File: src/rtl/ram_sdp_init.sv
// -----------------------------------------------------------------------------
// ram_sdp_init
//
// Simple-dual-port synchronous RAM (one write port, one read port, one clock)
// with per-byte write enables, a configurable read latency (1 or 2 cycles),
// a selectable same-address read/write collision behaviour and a built-in
// clear sequencer. The sequencer zeroes the whole array after every reset and
// on request (clr), one word per clock. While it runs, busy is high and all
// requests are rejected.
//
// Parameters
//   DATA_W     data width in bits, multiple of 8
//   ADDR_W     address width
//   DEPTH      number of words, 1 .. 2**ADDR_W
//   RD_LAT     read latency in cycles, 1 or 2
//   WRITE_MODE collision result: 0 = old word, 1 = merged new word
//
// Ports
//   clk       rising-edge clock
//   rst_n     asynchronous active-low reset
//   clr       full-array clear request, honoured only when not busy
//   wr_en     write request
//   wr_addr   write address
//   wr_be     byte enables, bit i covers wr_data[8i+7:8i]
//   wr_data   write data
//   rd_en     read request
//   rd_addr   read address
//   rd_data   read data, holds its value while rd_valid is low
//   rd_valid  one-cycle pulse marking valid rd_data
//   busy      clear sequencer active
//   drop      one-cycle pulse: a request was rejected (busy or out of range)
// -----------------------------------------------------------------------------
module ram_sdp_init #(
  parameter int DATA_W     = 16,
  parameter int ADDR_W     = 4,
  parameter int DEPTH      = 16,
  parameter int RD_LAT     = 1,
  parameter int WRITE_MODE = 0
) (
  input  logic                  clk,
  input  logic                  rst_n,
  input  logic                  clr,
  input  logic                  wr_en,
  input  logic [ADDR_W-1:0]     wr_addr,
  input  logic [DATA_W/8-1:0]   wr_be,
  input  logic [DATA_W-1:0]     wr_data,
  input  logic                  rd_en,
  input  logic [ADDR_W-1:0]     rd_addr,
  output logic [DATA_W-1:0]     rd_data,
  output logic                  rd_valid,
  output logic                  busy,
  output logic                  drop
);

  localparam int NB = DATA_W / 8;
  // DEPTH widened by one bit so that DEPTH == 2**ADDR_W is representable.
  localparam logic [ADDR_W:0]   DEPTH_L  = (ADDR_W + 1)'(DEPTH);
  localparam logic [ADDR_W-1:0] LAST_PTR = ADDR_W'(DEPTH - 1);

  // Elaboration-time parameter legality checks.
  generate
    if ((RD_LAT != 1) && (RD_LAT != 2)) begin : g_bad_rd_lat
      $error("ram_sdp_init: RD_LAT must be 1 or 2");
    end
    if ((DATA_W < 8) || ((DATA_W % 8) != 0)) begin : g_bad_data_w
      $error("ram_sdp_init: DATA_W must be a non-zero multiple of 8");
    end
    if ((DEPTH < 1) || (DEPTH > (2 ** ADDR_W))) begin : g_bad_depth
      $error("ram_sdp_init: DEPTH must be in 1 .. 2**ADDR_W");
    end
    if ((WRITE_MODE != 0) && (WRITE_MODE != 1)) begin : g_bad_write_mode
      $error("ram_sdp_init: WRITE_MODE must be 0 or 1");
    end
  endgenerate

  typedef enum logic {
    ST_CLEAR = 1'b0,
    ST_READY = 1'b1
  } state_t;

  // Byte-lane merge: enabled lanes take the new word, others keep the old one.
  function automatic logic [DATA_W-1:0] merge_bytes(
    input logic [DATA_W-1:0] old_w,
    input logic [DATA_W-1:0] new_w,
    input logic [NB-1:0]     be
  );
    logic [DATA_W-1:0] res;
    res = old_w;
    for (int i = 0; i < NB; i++) begin
      if (be[i]) begin
        res[8*i +: 8] = new_w[8*i +: 8];
      end else begin
        res[8*i +: 8] = old_w[8*i +: 8];
      end
    end
    return res;
  endfunction

  logic [DATA_W-1:0] mem_r [DEPTH];

  state_t            state_r;
  logic [ADDR_W-1:0] ptr_r;
  logic              busy_r;
  logic [DATA_W-1:0] rd_data_r;
  logic              rd_valid_r;
  logic              drop_r;

  logic              ready_s;
  logic              wr_in_range_s;
  logic              rd_in_range_s;
  logic              wr_do_s;
  logic              rd_do_s;
  logic              drop_s;
  logic [DATA_W-1:0] rd_word_s;
  logic              out_valid_s;
  logic [DATA_W-1:0] out_data_s;

  // Request qualification, drop detection and read word selection.
  always_comb begin
    ready_s       = (state_r == ST_READY);
    wr_in_range_s = ({1'b0, wr_addr} < DEPTH_L);
    rd_in_range_s = ({1'b0, rd_addr} < DEPTH_L);
    wr_do_s       = ready_s && wr_en && wr_in_range_s;
    // Out-of-range reads are still answered (with zero) at normal latency.
    rd_do_s       = ready_s && rd_en;
    drop_s        = (!ready_s && (wr_en || rd_en)) ||
                    (ready_s && wr_en && !wr_in_range_s) ||
                    (ready_s && rd_en && !rd_in_range_s);
    rd_word_s     = {DATA_W{1'b0}};
    if (rd_in_range_s) begin
      if ((WRITE_MODE == 1) && wr_do_s && (wr_addr == rd_addr)) begin
        // Write-first: forward the word as it will look after this edge.
        rd_word_s = merge_bytes(mem_r[rd_addr], wr_data, wr_be);
      end else begin
        rd_word_s = mem_r[rd_addr];
      end
    end else begin
      rd_word_s = {DATA_W{1'b0}};
    end
  end

  // Clear sequencer FSM: walks ptr over the array, then serves requests.
  always_ff @(posedge clk or negedge rst_n) begin
    if (!rst_n) begin
      state_r <= ST_CLEAR;
      ptr_r   <= {ADDR_W{1'b0}};
      busy_r  <= 1'b1;
    end else begin
      case (state_r)
        ST_CLEAR: begin
          if (ptr_r == LAST_PTR) begin
            state_r <= ST_READY;
            ptr_r   <= {ADDR_W{1'b0}};
            busy_r  <= 1'b0;
          end else begin
            ptr_r   <= ptr_r + ADDR_W'(1);
          end
        end
        ST_READY: begin
          if (clr) begin
            state_r <= ST_CLEAR;
            ptr_r   <= {ADDR_W{1'b0}};
            busy_r  <= 1'b1;
          end else begin
            state_r <= ST_READY;
          end
        end
        default: begin
          state_r <= ST_CLEAR;
          ptr_r   <= {ADDR_W{1'b0}};
          busy_r  <= 1'b1;
        end
      endcase
    end
  end

  // Storage array: sequencer clears take priority, otherwise byte-masked writes.
  always_ff @(posedge clk) begin
    if (state_r == ST_CLEAR) begin
      mem_r[ptr_r] <= {DATA_W{1'b0}};
    end else if (wr_do_s) begin
      mem_r[wr_addr] <= merge_bytes(mem_r[wr_addr], wr_data, wr_be);
    end
  end

  generate
    if (RD_LAT == 2) begin : g_lat2
      logic              pipe_valid_r;
      logic [DATA_W-1:0] pipe_data_r;

      // Extra read stage; it keeps draining even after a clear starts.
      always_ff @(posedge clk or negedge rst_n) begin
        if (!rst_n) begin
          pipe_valid_r <= 1'b0;
          pipe_data_r  <= {DATA_W{1'b0}};
        end else begin
          pipe_valid_r <= rd_do_s;
          if (rd_do_s) begin
            pipe_data_r <= rd_word_s;
          end else begin
            pipe_data_r <= pipe_data_r;
          end
        end
      end

      // Output stage is fed from the extra read stage.
      always_comb begin
        out_valid_s = pipe_valid_r;
        out_data_s  = pipe_data_r;
      end
    end else begin : g_lat1
      // Output stage is fed straight from the array read.
      always_comb begin
        out_valid_s = rd_do_s;
        out_data_s  = rd_word_s;
      end
    end
  endgenerate

  // Registered outputs; rd_data only moves when a valid word arrives.
  always_ff @(posedge clk or negedge rst_n) begin
    if (!rst_n) begin
      rd_valid_r <= 1'b0;
      rd_data_r  <= {DATA_W{1'b0}};
      drop_r     <= 1'b0;
    end else begin
      rd_valid_r <= out_valid_s;
      drop_r     <= drop_s;
      if (out_valid_s) begin
        rd_data_r <= out_data_s;
      end else begin
        rd_data_r <= rd_data_r;
      end
    end
  end

  assign rd_data  = rd_data_r;
  assign rd_valid = rd_valid_r;
  assign busy     = busy_r;
  assign drop     = drop_r;

  ram_sdp_init_chk #(
    .ADDR_W (ADDR_W),
    .DEPTH  (DEPTH)
  ) u_chk (
    .clk      (clk),
    .rst_n    (rst_n),
    .is_clear (state_r == ST_CLEAR),
    .ptr      (ptr_r),
    .busy     (busy_r)
  );

endmodule

// -----------------------------------------------------------------------------
// ram_sdp_init_chk
//
// Internal consistency properties of the clear sequencer.
//   is_clear  sequencer state is CLEAR
//   ptr       clear pointer
//   busy      registered busy flag
// -----------------------------------------------------------------------------
module ram_sdp_init_chk #(
  parameter int ADDR_W = 4,
  parameter int DEPTH  = 16
) (
  input  logic              clk,
  input  logic              rst_n,
  input  logic              is_clear,
  input  logic [ADDR_W-1:0] ptr,
  input  logic              busy
);

  localparam logic [ADDR_W:0] DEPTH_L = (ADDR_W + 1)'(DEPTH);

  // busy must mirror the sequencer state at all times.
  a_busy_state: assert property (@(posedge clk) disable iff (!rst_n) busy == is_clear);

  // The clear pointer never addresses past the end of the array.
  a_ptr_range: assert property (@(posedge clk) disable iff (!rst_n) ({1'b0, ptr} < DEPTH_L));

  // The pointer is parked at zero whenever the array is being served.
  a_ptr_idle: assert property (@(posedge clk) disable iff (!rst_n) (!is_clear) |-> (ptr == {ADDR_W{1'b0}}));

endmodule
File: config.mk
export PLATFORM = sky130hd
export DESIGN_NAME = ram_sdp_init
export DESIGN_NICKNAME = d
export VERILOG_FILES = /design/src/rtl/ram_sdp_init.sv
export SDC_FILE = /design/constraint.sdc
export NUM_CORES = 1
export LEC_CHECK = 0
export ABC_CLOCK_PERIOD_IN_PS = 2480
export BUFFER_PORTS_ARGS = -buffer_cell sky130_fd_sc_hd__buf_4
export CELL_PAD_IN_SITES_DETAIL_PLACEMENT = 1
export CELL_PAD_IN_SITES_GLOBAL_PLACEMENT = 2
export CORE_ASPECT_RATIO = 1.25
export CORE_UTILIZATION = 40
export DETAILED_ROUTE_END_ITERATION = 10
export PLACE_DENSITY = 0.69
export SLEW_MARGIN = 15
export SYNTH_ARGS = -nofsm -noshare
export SYNTH_HDL_FRONTEND = slang
export SYNTH_SLANG_ARGS = --single-unit
File: constraint.sdc
create_clock -name clk -period 2.48 [get_ports clk]
set_input_delay 0.496 -clock clk [delete_from_list [all_inputs] [get_ports clk]]
set_output_delay 0.496 -clock clk [all_outputs]
set_load 0.03 [all_outputs]
Word-level counts from Yosys, hierarchy flattened
Memories as Yosys holds them, arrays and structs flattened. A register that Yosys moved wholly into a read port is not among the register bits.
Cells that the tools add are included.
{"block": "totals", "wordCells": 45, "ramBits": 256, "output_inout_bits": 19, "memories": 1, "in_bits": 31, "regBits": 8}
{"block": "op_classes", "n_eq_ne": 5, "bitwise": 1, "add_sub_neg": 1, "mux": 22, "n_reduce_logical": 10}
{"name": "mem_r", "words": 16, "width": 16, "read_ports": 1, "rd_clocked_by_memory_dff": 1, "write_ports": 1, "line": "99", "text": "logic [DATA_W-1:0] mem_r [DEPTH];"}
{"cell": "8-bit 2-to-1 mux", "count": 6}
{"cell": "16-bit 2-to-1 mux", "count": 1}
{"cell": "16-bit OR reduction", "count": 1}
{"cell": "4-bit 2-to-1 mux", "count": 3}
{"cell": "1-bit 2-to-1 mux", "count": 8}
{"cell": "4-bit case mux with 2 select lines", "count": 1}
{"cell": "3-bit inequality test, second input constant", "count": 2}
{"cell": "2-bit AND reduction", "count": 3}
{"cell": "4-bit by 1-bit adder with 4-bit output, second input constant", "count": 1}
{"cell": "4-bit == test, second input constant", "count": 1}
{"cell": "2-bit inequality test, second input constant", "count": 2}
{"cell": "1-bit case mux with 2 select lines", "count": 2}
{"cell": "1-bit logical AND", "count": 3}
{"cell": "1-bit zero test", "count": 2}
{"cell": "2-bit 2-to-1 mux", "count": 1}
{"cell": "1-bit logical OR", "count": 1}
{"cell": "1-bit NOT", "count": 1}

Longest topological paths before layout
Gate-level depths: netlist (run 1).
{"block": "logic_depth", "word_depth": 7, "ltp_mapped": 6, "mapped_depth_nobuf": 5}

Least setup slack after synthesis (run 1)
Ideal clock, no wire load.
{"block": "synth_path", "path_kind": "input to register", "from": "in wr_be[0]", "to": "mem mem_r[0][0], enable pin", "required_ps": 2110, "n_path_buf": 1, "setup_ps": 370, "slack_ps": 506, "path_stages": 5, "arrival_time_ps": 1604, "cell_sequence": "o211a_1 buf_6 nor3_1 a31oi_4 nor2_1"}
{"block": "synth_via", "elab_chain_cells": 4, "elab_cells_between_ends": 5, "cone_classes": "eq/ne: 1; mux: 2; reduce/logical: 2"}
{"element": "start: declaration", "line": "45", "text": "input logic [DATA_W/8-1:0] wr_be,"}
{"element": "3-bit inequality test (no source line) (*)"}
{"element": "2-bit AND reduction (no source line) (*)"}
{"element": "16-bit OR reduction (no source line)"}
{"element": "4-bit 2-to-1 mux (no source line) or 2-bit 2-to-1 mux (tied branches)"}
{"element": "end: declaration", "line": "99"}
Mark *: on every way between the ends. The rest lies on a longest branch, timed or not.

Worst setup path after layout (run 1)
{"block": "layout_path", "from": "reg state_r, in the netlist ready_s", "to": "mem mem_r[9][9], enable pin"}
{"block": "layout_via", "elab_chain_cells": 7, "elab_cells_between_ends": 12, "cone_classes": "eq/ne: 2; mux: 6; reduce/logical: 4"}
{"element": "start: declaration", "line": "101", "text": "state_t state_r;"}
{"element": "start signal: assignment", "line": "145", "text": "state_r <= ST_CLEAR;"}
{"element": "start signal: assignment", "line": "152", "text": "state_r <= ST_READY;"}
{"element": "start signal: assignment", "line": "161", "text": "state_r <= ST_CLEAR;"}
{"element": "1-bit logical AND"}
{"element": "1-bit 2-to-1 mux", "line": "181", "text": "end else if (wr_do_s) begin"}
{"element": "1-bit 2-to-1 mux", "line": "179", "text": "if (state_r == ST_CLEAR) begin"}
{"element": "1-bit 2-to-1 mux (implied by the code)", "line": "182", "text": "mem_r[wr_addr] <= merge_bytes(mem_r[wr_addr], wr_data, wr_be);"}
{"element": "2-bit AND reduction (no source line)"}
{"element": "16-bit OR reduction (no source line)"}
{"element": "4-bit 2-to-1 mux (no source line) or 2-bit 2-to-1 mux (tied branches)"}
Parallel ways exist; a longest one is shown, timed or not.

==> results.json, run 1 <==
{
  "status": "complete, but fails checks",
  "violations": "DRC",
  "swShare": 0.2851,
  "synth_nets": 731,
  "yosys_most_used_dff": "edfxtp_1",
  "power_density_nw_per_um2": 1024,
  "initial_core_util": 0.4079,
  "yosys_register_bits": 280,
  "wl_um": 28350,
  "hold_viol": 0,
  "wl_per_cell_um": 24.70,
  "dpl.hpwl_um": 18600,
  "rows": 68,
  "vias": 6203,
  "cts_setup_buffers": 0,
  "drv_slew": 0,
  "nets": 808,
  "synth_most_common_cell": "edfxtp_1",
  "clock_sinks": 280,
  "max_freq_mhz": 459.8,
  "timing.final.crit_share": 0.8770,
  "ys_top_cells_by_area": "edfxtp_1 68%, mux2i_1 11%, dfrtp_1 5.1%",
  "antenna_cells": 0,
  "dp_slack_ns": -0.04735,
  "arrival_ns": 2.34,
  "antenna_found_initial": 0,
  "syn_area_um2": 11280,
  "hp-class": "in -> reg",
  "clkTransAtPathRegs_ns": 0.06,
  "numCtsBuffers": 29,
  "grt_pass1_vias": 6830,
  "rsz0062_at_grt": "no",
  "first_iter_violations": 294,
  "grt_use_total": 0.2010,
  "worstPathMaxFanout": 11,
  "area_delta_synth_final_pct": 16.28,
  "min_path_cells": 2,
  "io_pins": 50,
  "yosys_warnings": 0,
  "irDropWorstVdd_mv": 0.6744,
  "grt_pass1_wl_um": 42650,
  "syn_avg_cell_area_um2": 16.14,
  "drive_gt1_frac": 0.1842,
  "p_comb_frac": 0.192,
  "pwr-share-clk": 0.324,
  "syn_inst": 699,
  "start_kind": "register",
  "critPathMaxStageDelay_ns": 0.65,
  "worst_path_max_delay_cell": "nor2_1",
  "ys_types": 34,
  "first_pass_iters": 8,
  "synth.top_cells.by_count": "256 x edfxtp_1, 128 x mux2i_1, 51 x nand2_1",
  "finClkSkew_ns": 0.02047,
  "fin_ws_ns": 0.3050,
  "grt_max_degree": 41,
  "final.setup.tns_ns": 0,
  "grt_overflow": 0,
  "stdcell_area_um2": 13120,
  "ys_seq_area_frac": 0.7349,
  "period_minus_slack_ns": 2.175,
  "synth_largest_area_cell": "edfxtp_1",
  "via_per_inst": 5.403,
  "path_class": "reg -> reg",
  "instances_no_fill": 1148,
  "p_switching_w": 0.003830,
  "crit_path_end_kind": "register",
  "clk_latency_ns": 0.55,
  "yosysTopAreaCellShare": 0.6815,
  "clockRootBuffer": "clkbuf_16",
  "placed_area_um2": 12150,
  "tightest_slew_ns": 0.8202,
  "fp.dieH_um": 189.7,
  "ctsHtreeMaxLevel": 1,
  "pwr-share-seq": 0.484,
  "drc": 4,
  "dp_cells": 1094,
  "tritoncts": "built",
  "ff2ff_path_depth": 5,
  "die_area_um2": 28880,
  "synth_edf_count": 256,
  "antenna_left": 0,
  "final-setup-viol-count": 0,
  "relSlewSlack": 0.4532,
  "gp_congestion": 0.7844,
  "cts.path.max_buffers": 3,
  "p_leak_nw": 4.847,
  "crit_chain": "o211a_1 -> buf_12 -> nor3b_2 -> a31oi_4 -> nor2_1",
  "coreArea_um2": 27650,
  "crit_required_ns": 2.65,
  "p_int_w": 0.009603,
  "drv_cap": 0,
  "die_w_um": 152.2,
  "port_buffers": 49,
  "async_flop_share": 0.08571
}
[critical path: cells and delay by family (launching register included)]
| kind | cells | cell delay [ns] |
|---|---|---|
| AOI/OAI and AO/OA | 2 | 0.36 |
| buffers and inverters | 1 | 0.19 |
| DFF | 1 | 0.38 |
| and+or+nand+nor | 2 | 0.87 |
[through the flow]
step                power [W]  hold WS (ns)    util
finish                0.01343        0.1849  0.4743
global route          0.01397        0.1736  0.4743
CTS                   0.01358        0.1606  0.4743
detailed placement   0.009206        0.4524  0.4395
global placement     0.009082        0.4458  0.4395
floorplan            0.008061        0.2004       -
[state kept, by name, indices dropped and copies added (netlist names)]
signal and cells:
busy 1, drop 1, mem_r 256, ptr_r 4, rd_data 16, rd_valid 1
ready_s 1
[power groups by stage]
stage          Sequential, W  Combinational, W  Clock (W)
6_report             0.00651           0.00257    0.00435
5_1_grt              0.00658           0.00278    0.00461
3_3_place_gp         0.00656           0.00252          0
3_5_place_dp         0.00661           0.00260          0
2_1_floorplan        0.00675           0.00131          0
4_1_cts              0.00652           0.00261    0.00445
[area by class of cell]
| class | instances | area, um^2 |
|---|---|---|
| fill | 2663 | 14540 |
| tap | 350 | 437.9 |
| inverter | 6 | 22.52 |
| timing repair buffer | 84 | 686.9 |
| multi-input combinational | 375 | 2728 |
| clock inverter | 17 | 180.2 |
| sequential | 280 | 8289 |
| clock buffer | 36 | 772.0 |
[metal layers]
| layer | track usage | vias up | routed length [um] |
|---|---|---|---|
| li1 | - | 2841 | - |
| met2 | 0.3720 | 127 | 15070 |
| met5 | 0 | - | 0 |
| met1 | 0.2371 | 3185 | 11350 |
| met3 | 0.02597 | 50 | 1078 |
| met4 | 0.07771 | 0 | 854 |
[cells in the final DEF (no fill, tap or decap), types with 3 or more instances in the layout]
cell type  synthesis  final
a21oi_1            4      4
clkinv_2           0      6
o21ai_0            3      3
mux2i_1          128    128
clkbuf_16          0     29
nand2_2            9      9
buf_12             0      4
nand4_1           16     16
and2_1            17     17
nand3_1           35     35
dfrtp_1           23     23
a31oi_4            4      4
nor2_1            39     38
nand2_1           51     51
clkinv_1           0      6
o22ai_1            3      3
edfxtp_1         256    256
buf_4             10     78
inv_1              6      6
clkbuf_1           9      5
a22oi_1           48     48
bufinv_16          0      4
[repair_timing]
| action | CTS | global route |
|---|---|---|
| gates resized for setup | 0 | 0 |
| endpoints found under the hold margin | 23 | 0 |
| hold buffers | 1 | 0 |
[logic make-up after synthesis]
group	Yosys count	share of synthesized area
and+or+nand+nor	176	0.07476
adders and majority gates	1	0.001109
AOI/OAI and AO/OA	68	0.04836
DFF	280	0.7349
buffers and inverters	44	0.02396
muxes	130	0.1169
[worst paths after layout]
check                      slack (ns)     endpoint        from
max in group asynchronous        1.73         busy       rst_n
setup reg to reg                 0.31  mem_r[9][9]     ready_s
hold reg to reg                  0.48   rd_data[9]  rd_data[9]
min in group asynchronous        0.42  rd_data[12]       rst_n
setup / recovery                 0.31  mem_r[9][9]     ready_s
hold / removal                   0.18     ptr_r[3]         clr
No activity file was read; power rests on OpenSTA's default activity.
==> inputs of run 2 (changes only) <==
--- a/config.mk
+++ b/config.mk
@@ -6,13 +6,13 @@
 export NUM_CORES = 1
 export LEC_CHECK = 0
 export ABC_CLOCK_PERIOD_IN_PS = 2480
-export BUFFER_PORTS_ARGS = -buffer_cell sky130_fd_sc_hd__buf_4
 export CELL_PAD_IN_SITES_DETAIL_PLACEMENT = 1
 export CELL_PAD_IN_SITES_GLOBAL_PLACEMENT = 2
 export CORE_ASPECT_RATIO = 1.25
 export CORE_UTILIZATION = 40
 export DETAILED_ROUTE_END_ITERATION = 10
-export PLACE_DENSITY = 0.69
+export DONT_BUFFER_PORTS = 1
+export PLACE_DENSITY = 0.67
 export SLEW_MARGIN = 15
 export SYNTH_ARGS = -nofsm -noshare
 export SYNTH_HDL_FRONTEND = slang
==> results.json, run 2 (synthesis gave the netlist of run 1 again) <==
{
  "fp.dieH_um": 189.7,
  "path_class": "reg -> reg",
  "die_area_um2": 28880,
  "vias": 5944,
  "timing.final.crit_share": 0.8898,
  "clkTransAtPathRegs_ns": 0.06,
  "io_pins": 50,
  "final_common_cell": "edfxtp_1",
  "cts.path.max_buffers": 3,
  "worstPathMaxFanout": 8,
  "max_freq_mhz": 453.2,
  "period_minus_slack_ns": 2.207,
  "use_met3": 0.02506,
  "wl_per_cell_um": 24.05,
  "crit_required_ns": 2.65,
  "regToRegSetupSlack_ns": 0.27,
  "hp-start": "clr",
  "relSlewSlack": 0.4563,
  "critPathMaxStageDelay_ns": 0.69,
  "power_density_nw_per_um2": 1023,
  "tightest_slew_ns": 0.8155,
  "first_pass_iters": 7,
  "cp_top_family": "simple AND/OR/NAND/NOR gates",
  "fin_util": 0.4604,
  "ctsHtreeMaxLevel": 1,
  "antenna_found_initial": 0,
  "final.setup.tns_ns": 0,
  "drive_gt1_frac": 0.1370,
  "rsz0062_at_grt": "no",
  "clockRootBuffer": "clkbuf_16",
  "coreArea_um2": 27650,
  "tritoncts": "built",
  "p_leak_nw": 4.613,
  "clock_sinks": 280,
  "worst_path_max_delay_cell": "nor2_1",
  "largest_reg_flops": 256,
  "r2r-end": "mem_r[8][11]",
  "finClkSkew_ns": 0.01008,
  "timing.rr.start": "ready_s",
  "die_w_um": 152.2,
  "dpl.hpwl_um": 17710,
  "area_delta_synth_final_pct": 12.87,
  "grt_pass1_vias": 6544,
  "final-setup-viol-count": 0,
  "cts_resized": 0,
  "nets": 762,
  "grt.busiest_layer": "met2",
  "clk_latency_ns": 0.54,
  "drc": 6,
  "start_kind": "register",
  "ff2ff_path_depth": 4,
  "top_register": "mem_r",
  "met2_usage": 0.3671,
  "antenna_left": 0,
  "min_path_cells": 1,
  "dp_slack_ns": 0.1083,
  "crit_path_end_kind": "register",
  "status": "complete, but fails checks",
  "gp_congestion": 0.7868,
  "critical_path_buf_inv_count": 1,
  "via_per_inst": 5.389,
  "hold_viol": 0,
  "whs_endpoint": "ptr_r[1]",
  "arrival_ns": 2.37,
  "grt_use_total": 0.1864,
  "cts_setup_buffers": 0,
  "irDropWorstVdd_mv": 0.7235,
  "grt_max_degree": 129,
  "fin_ws_ns": 0.2734,
  "final_cell_mix": "256 x edfxtp_1, 128 x mux2i_1, 51 x nand2_1",
  "grt_pass1_wl_um": 39490,
  "rows": 68,
  "hp-class": "in -> reg",
  "drv_slew": 0,
  "first_iter_violations": 256,
  "cts_hold_buf": 2,
  "initial_core_util": 0.4079,
  "crit_chain": "o211a_1 -> buf_4 -> a31oi_4 -> nor2_1",
  "nFillCells": 2651,
  "violations": "DRC",
  "numCtsBuffers": 29,
  "drv_cap": 0,
  "grtUsageMet1": 0.1993,
  "wl_um": 26520,
  "grt_overflow": 0,
  "port_buffers": 0
}
run 2: cell types whose count changed in the layout (fill, tap and decap cells not counted), sizes merged:
cell / change
buf: -46
clkinv: +1
diode: +1
bufinv: -1
run 2: worst max-delay path by stage:
| stage | startpoint | endpoint | slack (ns) | depth (start not counted) |
|---|---|---|---|---|
| after floorplan | wr_be[0] | mem_r[0][0] | 0.51 | 5 |
| after CTS | ready_s | mem_r[8][13] | 0.28 | 4 |
| final | ready_s | mem_r[8][11] | 0.27 | 4 |
| after global placement | wr_be[0] | mem_r[8][12] | 0.16 | 4 |
| after global routing | ready_s | mem_r[8][11] | 0.15 | 4 |
| after detailed placement | wr_be[0] | mem_r[8][14] | 0.11 | 4 |
run 2: area by class of cell:
class | instances | area [um^2] | area share
repair buffers | 38 | 312.8 | 0.02457
multi-input cells | 375 | 2728 | 0.2143
clock inverters | 17 | 156.4 | 0.01228
well taps | 350 | 437.9 | 0.03440
flip-flops and latches | 280 | 8289 | 0.6511
inverters | 6 | 22.52 | 0.001769
diodes | 1 | 2.502 | 0.0001966
clock buffers | 36 | 782.0 | 0.06142
run 2: report_power, final:
| part | switching [W] | internal, W | total [W] |
|---|---|---|---|
| sequential | 0.000609 | 0.00616 | 0.00677 |
| combinational | 0.00132 | 0.000662 | 0.00199 |
| clock | 0.00173 | 0.00253 | 0.00426 |
run 2: through the flow:
step                instances  hold slack [ns]  power, W  cell area [um^2]
detailed placement       1047           0.2012  0.008891             11760
global placement         1047           0.2013  0.008762             11760
floorplan                 699           0.2004  0.008061             11280
finish                   1103          0.04057   0.01302             12730
CTS                      1102          0.01999   0.01317             12730
global route             1102          0.02646   0.01354             12730
run 2: layer usage:
| metal | share of wire | wire [um] | up-vias |
|---|---|---|---|
| met5 | 0 | 0 | - |
| met2 | 0.56 | 14970 | 105 |
| met1 | 0.37 | 9867 | 3041 |
| met4 | 0.032 | 842 | 0 |
| met3 | 0.032 | 840 | 48 |
| li1 | - | - | 2750 |
==> inputs of run 3 (changes only) <==
--- a/config.mk
+++ b/config.mk
@@ -9,10 +9,12 @@
 export CELL_PAD_IN_SITES_DETAIL_PLACEMENT = 1
 export CELL_PAD_IN_SITES_GLOBAL_PLACEMENT = 2
 export CORE_ASPECT_RATIO = 1.25
-export CORE_UTILIZATION = 40
+export CORE_UTILIZATION = 47
 export DETAILED_ROUTE_END_ITERATION = 10
 export DONT_BUFFER_PORTS = 1
-export PLACE_DENSITY = 0.67
+export GPL_TIMING_DRIVEN = 0
+export HOLD_SLACK_MARGIN = 0.06
+export PLACE_DENSITY = 0.76
 export SLEW_MARGIN = 15
 export SYNTH_ARGS = -nofsm -noshare
 export SYNTH_HDL_FRONTEND = slang
==> results.json, run 3 (synthesis gave the netlist of run 1 again) <==
{
  "status": "finished, final reports clean",
  "rsz0062_at_grt": "no",
  "finClkSkew_ns": 0.007550,
  "crit_path_end_kind": "register",
  "drv_cap": 0,
  "top_register": "mem_r",
  "grt_pass1_vias": 6802,
  "period_minus_slack_ns": 2.365,
  "antenna_found_initial": 1,
  "cpMostUsedCell": "buf_6",
  "wl_per_cell_um": 27.51,
  "placed_area_um2": 11640,
  "clk_latency_ns": 0.54,
  "gp_congestion": 0.7925,
  "grt_pass1_wl_um": 42590,
  "stdcell_area_um2": 12650,
  "rows": 63,
  "die_w_um": 140.6,
  "hold_ws_ns": 0.09410,
  "first_iter_violations": 297,
  "clockRootBuffer": "clkbuf_16",
  "grt_max_degree": 25,
  "irDropWorstVdd_mv": 0.7834,
  "nFillCells": 2209,
  "vias": 6069,
  "largest_reg_flops": 256,
  "grt_use_total": 0.2429,
  "cp_top_family": "simple AND/OR/NAND/NOR gates",
  "wl_um": 28810,
  "drc": 0,
  "final_common_cell": "edfxtp_1",
  "fp.dieH_um": 175.2,
  "hp-class": "in -> reg",
  "crit_chain": "buf_4 -> o211a_1 -> buf_6 -> buf_6 -> a31oi_4 -> nor2_1",
  "path_class": "reg -> reg",
  "ctsHtreeMaxLevel": 1,
  "tritoncts": "built",
  "timing.final.crit_share": 0.9537,
  "worst_path_max_delay_cell": "nor2_1",
  "cts.path.max_buffers": 3,
  "io_pins": 50,
  "drv_slew": 0,
  "area_delta_synth_final_pct": 12.12,
  "max_freq_mhz": 422.8,
  "final_cell_mix": "256 x edfxtp_1, 128 x mux2i_1, 51 x nand2_1",
  "coreArea_um2": 23650,
  "via_per_inst": 5.797,
  "p_total_w": 0.01312,
  "start_kind": "register",
  "numCtsBuffers": 28,
  "hold_viol": 0,
  "worstPathMaxFanout": 10,
  "p_leak_nw": 4.574,
  "instances_no_fill": 1047,
  "antenna_left": 0,
  "drive_gt1_frac": 0.1300,
  "arrival_ns": 2.52,
  "cts_setup_buffers": 0,
  "regToRegSetupSlack_ns": 0.11,
  "dp_cells": 991,
  "grt_overflow": 0,
  "initial_core_util": 0.4770,
  "port_buffers": 0,
  "final.setup.tns_ns": 0,
  "final-setup-viol-count": 0,
  "critical_path_buf_inv_count": 3,
  "nets": 764,
  "relSlewSlack": 0.3824,
  "critPathMaxStageDelay_ns": 0.76,
  "power_density_nw_per_um2": 1038,
  "first_pass_iters": 4,
  "tightest_slew_ns": 0.9230,
  "dpl.hpwl_um": 19810,
  "clock_sinks": 280,
  "crit_required_ns": 2.64,
  "clkTransAtPathRegs_ns": 0.06,
  "die_area_um2": 24630
}
==> run 3: changes by cell type in the layout (fill, tap and decap cells not counted), moves of 2 or more <==
cell      change
buf_6         +7
nor2b_1       +2
nor2b_2       -2
buf_4        -25
clkinv_1      +3
clkbuf_1      +9
clkinv_2      -3
nor2_1        -8
nor2_2        +8
clkbuf_8      -2
buf_2        +12
==> run 3: per-stage QoR <==
stage          worst slack, ns    util
3_3_place_gp           0.06934  0.4924
3_5_place_dp          -0.01211  0.4924
5_1_grt              0.0004807  0.5348
2_1_floorplan           0.5058       -
4_1_cts                0.04802  0.5338
6_report                0.1148  0.5348
==> run 3: worst paths after layout <==
path / startpoint / end / depth (start not counted)
worst max-delay path: ready_s / mem_r[7][14] / 6
worst min-delay path: clr / busy / 2
worst max register to register: ready_s / mem_r[7][14] / 6
worst min register to register: busy / busy / 2
max in group asynchronous: rst_n / busy / 2
min in group asynchronous: rst_n / rd_data[9] / 2
==> run 3: layout make-up <==
| cell class | count | area (um^2) | area share |
|---|---|---|---|
| diodes | 1 | 2.502 | 0.0001979 |
| plain buffers | 38 | 247.7 | 0.01959 |
| clock buffers | 34 | 754.5 | 0.05966 |
| clock inverters | 18 | 182.7 | 0.01444 |
| inverters | 6 | 22.52 | 0.001781 |
| multi-input cells | 375 | 2743 | 0.2169 |
| flip-flops and latches | 280 | 8289 | 0.6554 |
| well taps | 292 | 365.4 | 0.02889 |
| repair buffers | 3 | 40.04 | 0.003166 |
==> run 3: power by group <==
part	internal, W	switching, W	total, W
clock	0.00256	0.00174	0.00431
combinational	0.000558	0.00145	0.00201
sequential	0.00618	0.000631	0.00681
==> run 3: routing by layer <==
layer  share of wire  GRT usage  up-vias
met1            0.38     0.2771     3119
met4           0.051     0.1141        0
met3           0.037    0.03152       67
li1                -          -     2756
met5               0          0        -
met2            0.53     0.4496      127
==> run 3: timing repair <==
item,in CTS,in global routing
hold endpoints to repair,26,0
endpoints found under the setup margin,0,66
hold buffers,3,0
gates resized for setup,0,9
